`config.mk`:
```
export PLATFORM = sky130hd
export DESIGN_NAME = id_ex_hazard_ctrl
export DESIGN_NICKNAME = d
export VERILOG_FILES = /design/src/rtl/riscv_pipe_pkg.sv /design/src/rtl/id_ex_unpack.sv /design/src/rtl/id_ex_hazard_ctrl.sv
export SDC_FILE = /design/constraint.sdc
export NUM_CORES = 1
export LEC_CHECK = 0
export CORE_MARGIN = 8
export CORE_UTILIZATION = 25
export DETAILED_ROUTE_END_ITERATION = 7
export GPL_TIMING_DRIVEN = 0
export HOLD_SLACK_MARGIN = 0.12
export PLACE_DENSITY = 0.85
export SLEW_MARGIN = 20
export SYNTH_ARGS = -nofsm -noshare
export SYNTH_HDL_FRONTEND = slang
export SYNTH_SLANG_ARGS = --single-unit
```
`constraint.sdc`:
```
create_clock -name clk -period 2.9 [get_ports clk]
set_input_delay 0.29 -clock clk [delete_from_list [all_inputs] [get_ports clk]]
set_output_delay 0.29 -clock clk [all_outputs]
set_load 0.02 [all_outputs]
```
`src/rtl/riscv_pipe_pkg.sv`:
```
// ID/EX bus layout and hazard FSM encoding shared by decode, EX and hazard control.
// Latency: none (types and constants only); backpressure: n/a.
package riscv_pipe_pkg;

    localparam int ID_EX_W = 158;

    localparam int MM_LSB    = 0;    localparam int MM_MSB    = 31;
    localparam int RD1_LSB   = 32;   localparam int RD1_MSB   = 63;
    localparam int RD2_LSB   = 64;   localparam int RD2_MSB   = 95;
    localparam int RD_LSB    = 96;   localparam int RD_MSB    = 100;
    localparam int ALUOP_LSB = 101;  localparam int ALUOP_MSB = 103;
    localparam int REGWRITE_BIT = 104;
    localparam int MEMTOREG_BIT = 105;
    localparam int MEMWRITE_BIT = 106;
    localparam int MEMREAD_BIT  = 107;
    localparam int JAL_BIT      = 108;
    localparam int JALR_BIT     = 109;
    localparam int BRANCH_BIT   = 110;
    localparam int ALUSRC_BIT   = 111;
    localparam int FUNC3_LSB = 112;  localparam int FUNC3_MSB = 114;
    localparam int FUNC7_BIT    = 115;
    localparam int PC_LSB    = 116;  localparam int PC_MSB    = 147;
    localparam int RS1_LSB   = 148;  localparam int RS1_MSB   = 152;
    localparam int RS2_LSB   = 153;  localparam int RS2_MSB   = 157;

    typedef struct packed {
        logic [31:0] mm_unit;
        logic [31:0] rd1;
        logic [31:0] rd2;
        logic [4:0]  rd;
        logic [2:0]  alu_op;
        logic        reg_write;
        logic        mem_to_reg;
        logic        mem_write;
        logic        mem_read;
        logic        jal;
        logic        jalr;
        logic        branch;
        logic        alu_src;
        logic [2:0]  func3;
        logic        func7;
        logic [31:0] pc;
        logic [4:0]  rs1;
        logic [4:0]  rs2;
    } id_ex_t;

    typedef enum logic [1:0] {
        ST_RUN        = 2'd0,
        ST_LOAD_STALL = 2'd1,
        ST_FLUSH      = 2'd2
    } hz_state_e;

endpackage

```
`src/rtl/id_ex_unpack.sv`:
```
// Slices the packed ID/EX bus into named fields for EX-stage consumers.
// Latency: purely combinational; backpressure: none.
module id_ex_unpack
    import riscv_pipe_pkg::*;
(
    input  logic [ID_EX_W-1:0] bus_dat,
    output id_ex_t             fields
);

    always_comb begin
        fields            = '0;
        fields.mm_unit    = bus_dat[MM_MSB:MM_LSB];
        fields.rd1        = bus_dat[RD1_MSB:RD1_LSB];
        fields.rd2        = bus_dat[RD2_MSB:RD2_LSB];
        fields.rd         = bus_dat[RD_MSB:RD_LSB];
        fields.alu_op     = bus_dat[ALUOP_MSB:ALUOP_LSB];
        fields.reg_write  = bus_dat[REGWRITE_BIT];
        fields.mem_to_reg = bus_dat[MEMTOREG_BIT];
        fields.mem_write  = bus_dat[MEMWRITE_BIT];
        fields.mem_read   = bus_dat[MEMREAD_BIT];
        fields.jal        = bus_dat[JAL_BIT];
        fields.jalr       = bus_dat[JALR_BIT];
        fields.branch     = bus_dat[BRANCH_BIT];
        fields.alu_src    = bus_dat[ALUSRC_BIT];
        fields.func3      = bus_dat[FUNC3_MSB:FUNC3_LSB];
        fields.func7      = bus_dat[FUNC7_BIT];
        fields.pc         = bus_dat[PC_MSB:PC_LSB];
        fields.rs1        = bus_dat[RS1_MSB:RS1_LSB];
        fields.rs2        = bus_dat[RS2_MSB:RS2_LSB];
    end

endmodule

```
`src/rtl/id_ex_hazard_ctrl.sv`:
```
// Load-use stall and EX-redirect flush control for the PC, IF/ID and ID/EX registers.
// Latency: outputs combinational from state and inputs; a load-use hazard costs 1 cycle, a redirect FLUSH_CYCLES.
module id_ex_hazard_ctrl
    import riscv_pipe_pkg::*;
#(
    parameter int FLUSH_CYCLES = 2,
    parameter int STALL_CNT_W  = 16
) (
    input  logic                   clk,
    input  logic                   reset,
    input  logic [ID_EX_W-1:0]     DataIn_ID_EX,
    input  logic [4:0]             if_id_rs1,
    input  logic [4:0]             if_id_rs2,
    input  logic                   if_id_uses_rs2,
    input  logic                   branch_taken,
    output logic                   pc_write,
    output logic                   if_id_write,
    output logic                   if_id_flush,
    output logic                   id_ex_enable,
    output logic                   id_ex_bubble,
    output logic                   redirect,
    output logic [STALL_CNT_W-1:0] stall_count
);

    localparam logic [2:0] FLUSH_LOAD = 3'(FLUSH_CYCLES - 1);

    id_ex_t    ex;
    hz_state_e state_q, state_d;
    logic [2:0] cnt_q, cnt_d;
    logic [STALL_CNT_W-1:0] stall_count_q;
    logic redir, lu, stall_inc;

    id_ex_unpack u_unpack (
        .bus_dat (DataIn_ID_EX),
        .fields  (ex)
    );

    // Fields carried on the bus for the EX datapath but irrelevant to hazard detection.
    logic unused_fields;
    assign unused_fields = ^{ex.mm_unit, ex.rd1, ex.rd2, ex.alu_op, ex.reg_write,
                             ex.mem_to_reg, ex.mem_write, ex.alu_src, ex.func3,
                             ex.func7, ex.pc, ex.rs1, ex.rs2};

    assign redir = ex.jal | ex.jalr | (ex.branch & branch_taken);
    assign lu    = ex.mem_read && (ex.rd != 5'd0) &&
                   ((ex.rd == if_id_rs1) || (if_id_uses_rs2 && (ex.rd == if_id_rs2)));

    always_comb begin
        state_d      = state_q;
        cnt_d        = cnt_q;
        pc_write     = 1'b1;
        if_id_write  = 1'b1;
        if_id_flush  = 1'b0;
        id_ex_enable = 1'b1;
        id_ex_bubble = 1'b0;
        redirect     = 1'b0;
        unique case (state_q)
            ST_RUN: begin
                if (redir) begin
                    redirect     = 1'b1;
                    if_id_flush  = 1'b1;
                    id_ex_bubble = 1'b1;
                    cnt_d        = FLUSH_LOAD;
                    state_d      = (FLUSH_CYCLES > 1) ? ST_FLUSH : ST_RUN;
                end else if (lu) begin
                    pc_write     = 1'b0;
                    if_id_write  = 1'b0;
                    id_ex_bubble = 1'b1;
                    state_d      = ST_LOAD_STALL;
                end
            end
            // The stalled load has left EX; the bubble behind it needs no action.
            ST_LOAD_STALL: state_d = ST_RUN;
            ST_FLUSH: begin
                if_id_flush  = 1'b1;
                id_ex_bubble = 1'b1;
                cnt_d        = (cnt_q == 3'd0) ? 3'd0 : cnt_q - 3'd1;
                if (cnt_q <= 3'd1)
                    state_d = ST_RUN;
            end
            default: state_d = ST_RUN;
        endcase
    end

    assign stall_inc   = ~pc_write | id_ex_bubble;
    assign stall_count = stall_count_q;

    always_ff @(negedge clk or negedge reset) begin
        if (!reset) begin
            state_q       <= ST_RUN;
            cnt_q         <= 3'd0;
            stall_count_q <= '0;
        end else begin
            state_q <= state_d;
            cnt_q   <= cnt_d;
            if (stall_inc && (stall_count_q != '1))
                stall_count_q <= stall_count_q + 1'b1;
        end
    end

endmodule

```
# Yosys cells after proc, flatten, opt, wreduce, memory -nomap -nowiden
# Cells that the tools add are included.
[op_classes] addsub=2 n_lt_le_gt_ge=1 n_eq_ne=7 muxes=16 n_bitwise=5 reduce_logical=11
[ops] cell="$add 16x1->16 const B" n=1
[ops] cell="$ne 16x16->1 const B" n=1
[ops] cell="$eq 5x5->1" n=2
[ops] cell="$mux 1" n=7
[ops] cell="$mux 2" n=3
[ops] cell="$mux 3" n=2
[ops] cell="$pmux 3 s2" n=1
[ops] cell="$reduce_bool 5->1" n=1
[ops] cell="$logic_and 1x1->1" n=4
[ops] cell="$ne 2x2->1 const B" n=2
[ops] cell="$pmux 1 s2" n=2
[ops] cell="$pmux 2 s2" n=1
[ops] cell="$reduce_and 2->1" n=2
[ops] cell="$le 3x1->1 const B" n=1
[ops] cell="$logic_not 3->1" n=1
[ops] cell="$ne 3x3->1 const B" n=1
[ops] cell="$or 1x1->1" n=3
[ops] cell="$sub 3x1->3 const B" n=1
[ops] cell="$eq 2x2->1 const B" n=1
[ops] cell="$logic_not 2->1" n=1
[ops] cell="$reduce_bool 2->1" n=1
[ops] cell="$and 1x1->1" n=1
[ops] cell="$logic_or 1x1->1" n=1
[ops] cell="$not 1->1" n=1
[totals] ff_bits=21 inputBits=172 output_inout_bits=22

# Longest topological paths before layout
[logic_depth] word_depth=10 mapped_depth=9 depth_no_buf=8

# By module
# Synthesis repeated with hierarchy kept, for this count alone.
[unflattened] cells_unflattened=286 area_unflattened_um2=2462.4
[modules_own_cells] module="id_ex_hazard_ctrl" instances=1 cells_per_inst=128 area_each_um2=1276.2 seq_area_each_um2=525.5
[modules_own_cells] module="id_ex_unpack" instances=1 cells_per_inst=158 area_each_um2=1186.1 seq_area_each_um2=0.0

==> out/results.ini <==
[setup_path]
critical_path.n_buffers_inverters = 4
crit_type = reg2out
worstPathCellList = nor2b_2 -> o21ai_4 -> inv_2 -> a21oi_4 -> buf_6 -> inv_4 -> buf_6
worst_ep_required_time_ns = 2.61
timing.critical_path.slowest_cell_delay_ns = 0.48
crit_path_top_delay_cell = dfrtn_1
cp-end-kind = output pin
critical_path_arrival_ns = 2.93
critPathTopFamily = flip-flops
setup.worst_path.start_class = register
cp_max_fo = 4
timing.critical_path.mode_cell = buf_6

[clocking]
cts.sink_count = 21
path_clk_slew_ns = 0.06
clock-root-buffer = clkbuf_8
cts_made_buffers = 3
clk-insertion-delay-late_ns = 0.28
cts-hold-fix-buffers = 0
cts_tree = yes
cts-root-to-sink-buffers = 2
htree_levels = 1

[outcome]
violated_checks = negative setup slack
status = finished with violations

[layout]
n_antenna_cell = 0
drive_gt1_share_pct = 44.33
num-fill-cells = 467
final_cells = 273
final_nets = 379
syn_to_final_growth_pct = 76.37

[timing]
tightest_slew_ns = 0.6097
setup_tns_final_ns = -5.626
timing_hold_violations_final = 0
setup_repair_after_global_routing_missed_its_margin = true
finalClockSkew_ns = 0.005624
slew_headroom_pct = 59.13
postLayoutSetupSlackWorst_ns = -0.3220
whs_ns = 0.4379
setup-violations-final = 20
slew_viol_final = 0

[grt]
globalRoute.totalOverflow = 0
grt_pass1_wl_um = 6955
grt_antenna_before_repair = 0
vias_in_the_first_global_route = 1464
grt_start_max_net_pins = 22
global_route.usage.total_pct = 11.54

[routing]
drt_drc_violations_left = 0
drt-pass1-iter-count = 4
postRouteWirelength_um = 4262
ant_nets = 0
routed-via-count = 1303
detail_route.iter0.violations = 44
wl_per_cell_um = 15.61
drt-vias-per-instance = 4.773

[placed_design]
place_hpwl_um = 2604
dp_worst_setup_slack_ns = -0.9083
placedCellCount = 241
gpl.final_weighted_congestion = 0.8346
io_buffers = 43

[run]
cap_viol_max_count = 0

[synthesis]
top_post_synthesis_cells_by_area = dfrtn_1 (41%), xor2_1 (7.5%), xnor2_1 (6.9%), ha_1 (2.9%), nor4_2 (2.9%)
synth-warning-count = 0
ys_ff_latch = 21
synth_enable_flop_cells = 0
area_leader_netlist = dfrtn_1
yosys.cell_types.count = 43
postSynthAreaPerCell_sq_um = 9.971
ys_top_cells_by_count = dfrtn_1 (21), xor2_1 (11), xnor2_1 (10)
ys_seq_area_share_pct = 41.18
yosysMostFrequentCell = dfrtn_1
synthFlopType = dfrtn_1
synth.net_count = 303
synthDominantCellAreaShare_pct = 41.18
share_of_flip_flops_with_an_asynchronous_set_or_reset_pct = 100.0
synthesis.instances = 128
syn_area_sq_um = 1276

[floorplanning]
fp.coreArea_sq_um = 5010
die_height_um = 87.45
top_level_ports = 194
die_width_um = 87.45
floorplan.initialDensity_pct = 25.47
design.die.area_sq_um = 7648
floorplan.rows = 26

[min_path]
hold_class = reg2reg

[pwr]
net-switching-power_w = 0.0006512
power.density_cell_area_nw_per_um2 = 679.0
internal_power_w = 0.0008773
power_switching_share_pct = 42.60
power.combinational.fraction_pct = 50.7
power.leakage_nw = 0.9424
power.share.clock_pct = 12.9
vdd_ir_drop_max_v = 0.0002695
total_power_w = 0.001528
seq_power_share_pct = 36.4

-- cells by family (layout without fill, tap and decap cells) --
family / count (synthesis) / after routing / synth area share [%]
DFF: 21 / 21 / 41.18
xor gates and xnor gates: 21 / 21 / 14.41
adders and majority gates: 3 / 3 / 2.941
and+or+nand+nor: 52 / 52 / 24.41
AOI/OAI and AO/OA: 17 / 17 / 10.20
buffers and inverters: 11 / 86 / 4.509
muxes: 2 / 2 / 2.058
other: 1 / 1 / 0.2938
-- cell type report --
class,count,area (sq um),share of cell area [%]
plain buffers,4,35.03,1.556
multi-input cells,96,879.6,39.08
clock inverters,1,5.005,0.2223
repair buffers,71,643.1,28.57
inverters,7,33.78,1.501
well taps,70,87.58,3.891
clock buffers,3,41.29,1.834
flip-flops and latches,21,525.5,23.35
-- worst paths after layout --
check	slack [ns]	to	from	cells past startpoint
max in group asynchronous	1.24	state_q[0]	reset	1
max	-0.32	id_ex_bubble	state_q[0]	7
min in group asynchronous	1.30	stall_count[8]	reset	1
min reg2reg	0.44	stall_count[15]	stall_count[15]	1
min	0.44	stall_count[15]	stall_count[15]	1
max reg2reg	0.03	stall_count[6]	stall_count[0]	8
-- power by group through the flow --
stage	logic [W]	clock network [W]	registers, W
after floorplan	0.000254	0	0.000632
after global placement	0.000641	0	0.000548
after detailed placement	0.000649	0	0.000558
after CTS	0.000702	0.000192	0.000547
after global routing	0.000834	0.000209	0.000575
final	0.000775	0.000198	0.000556
-- registers in the layout, indices dropped and copies added (netlist names) --
signal       flops
cnt_q            3
stall_count     16
state_q          2
-- layer usage --
metal	GRT usage [%]	vias to the layer above	routed length [um]
li1	-	600	-
met1	11.55	634	1612
met2	20.94	55	2197
met3	3.962	14	325
met4	5.156	0	126
met5	0	-	0
-- stage by stage --
step,cell area (sq um),utilization (%)
global route,2251,44.93
CTS,2155,43.01
detailed placement,1812,36.16
floorplan,1294,-
finish,2251,44.93
global placement,1812,36.16
-- what timing repair did --
item                                    in CTS  in global routing
pin swaps                                   31                 14
buffers inserted                            20                  8
cloned                                       1                  0
endpoints found under the setup margin      38                 29
resized for setup                          129                 26
-- placed cells by master (no fill, tap or decap), types with 2 or more instances in the layout --
master,instances
xnor2_1,8
inv_1,3
nand2_1,8
nor2_1,6
clkdlybuf4s15_1,13
clkbuf_8,3
xor2_1,11
buf_2,4
o31ai_1,2
buf_8,2
clkbuf_2,6
nor3_2,4
xnor2_2,2
and4_1,2
dlygate4sd2_1,9
buf_4,21
mux2_4,2
clkdlybuf4s50_1,2
clkdlybuf4s15_2,3
nor3_4,2
inv_2,2
nand3_1,6
o21ai_0,2
a21oi_1,2
dfrtn_1,21
and3_1,3
nand4_1,4
nor4_4,4
buf_6,14
nor3b_4,2
ha_1,3
Power figures use the tool's default switching activity.
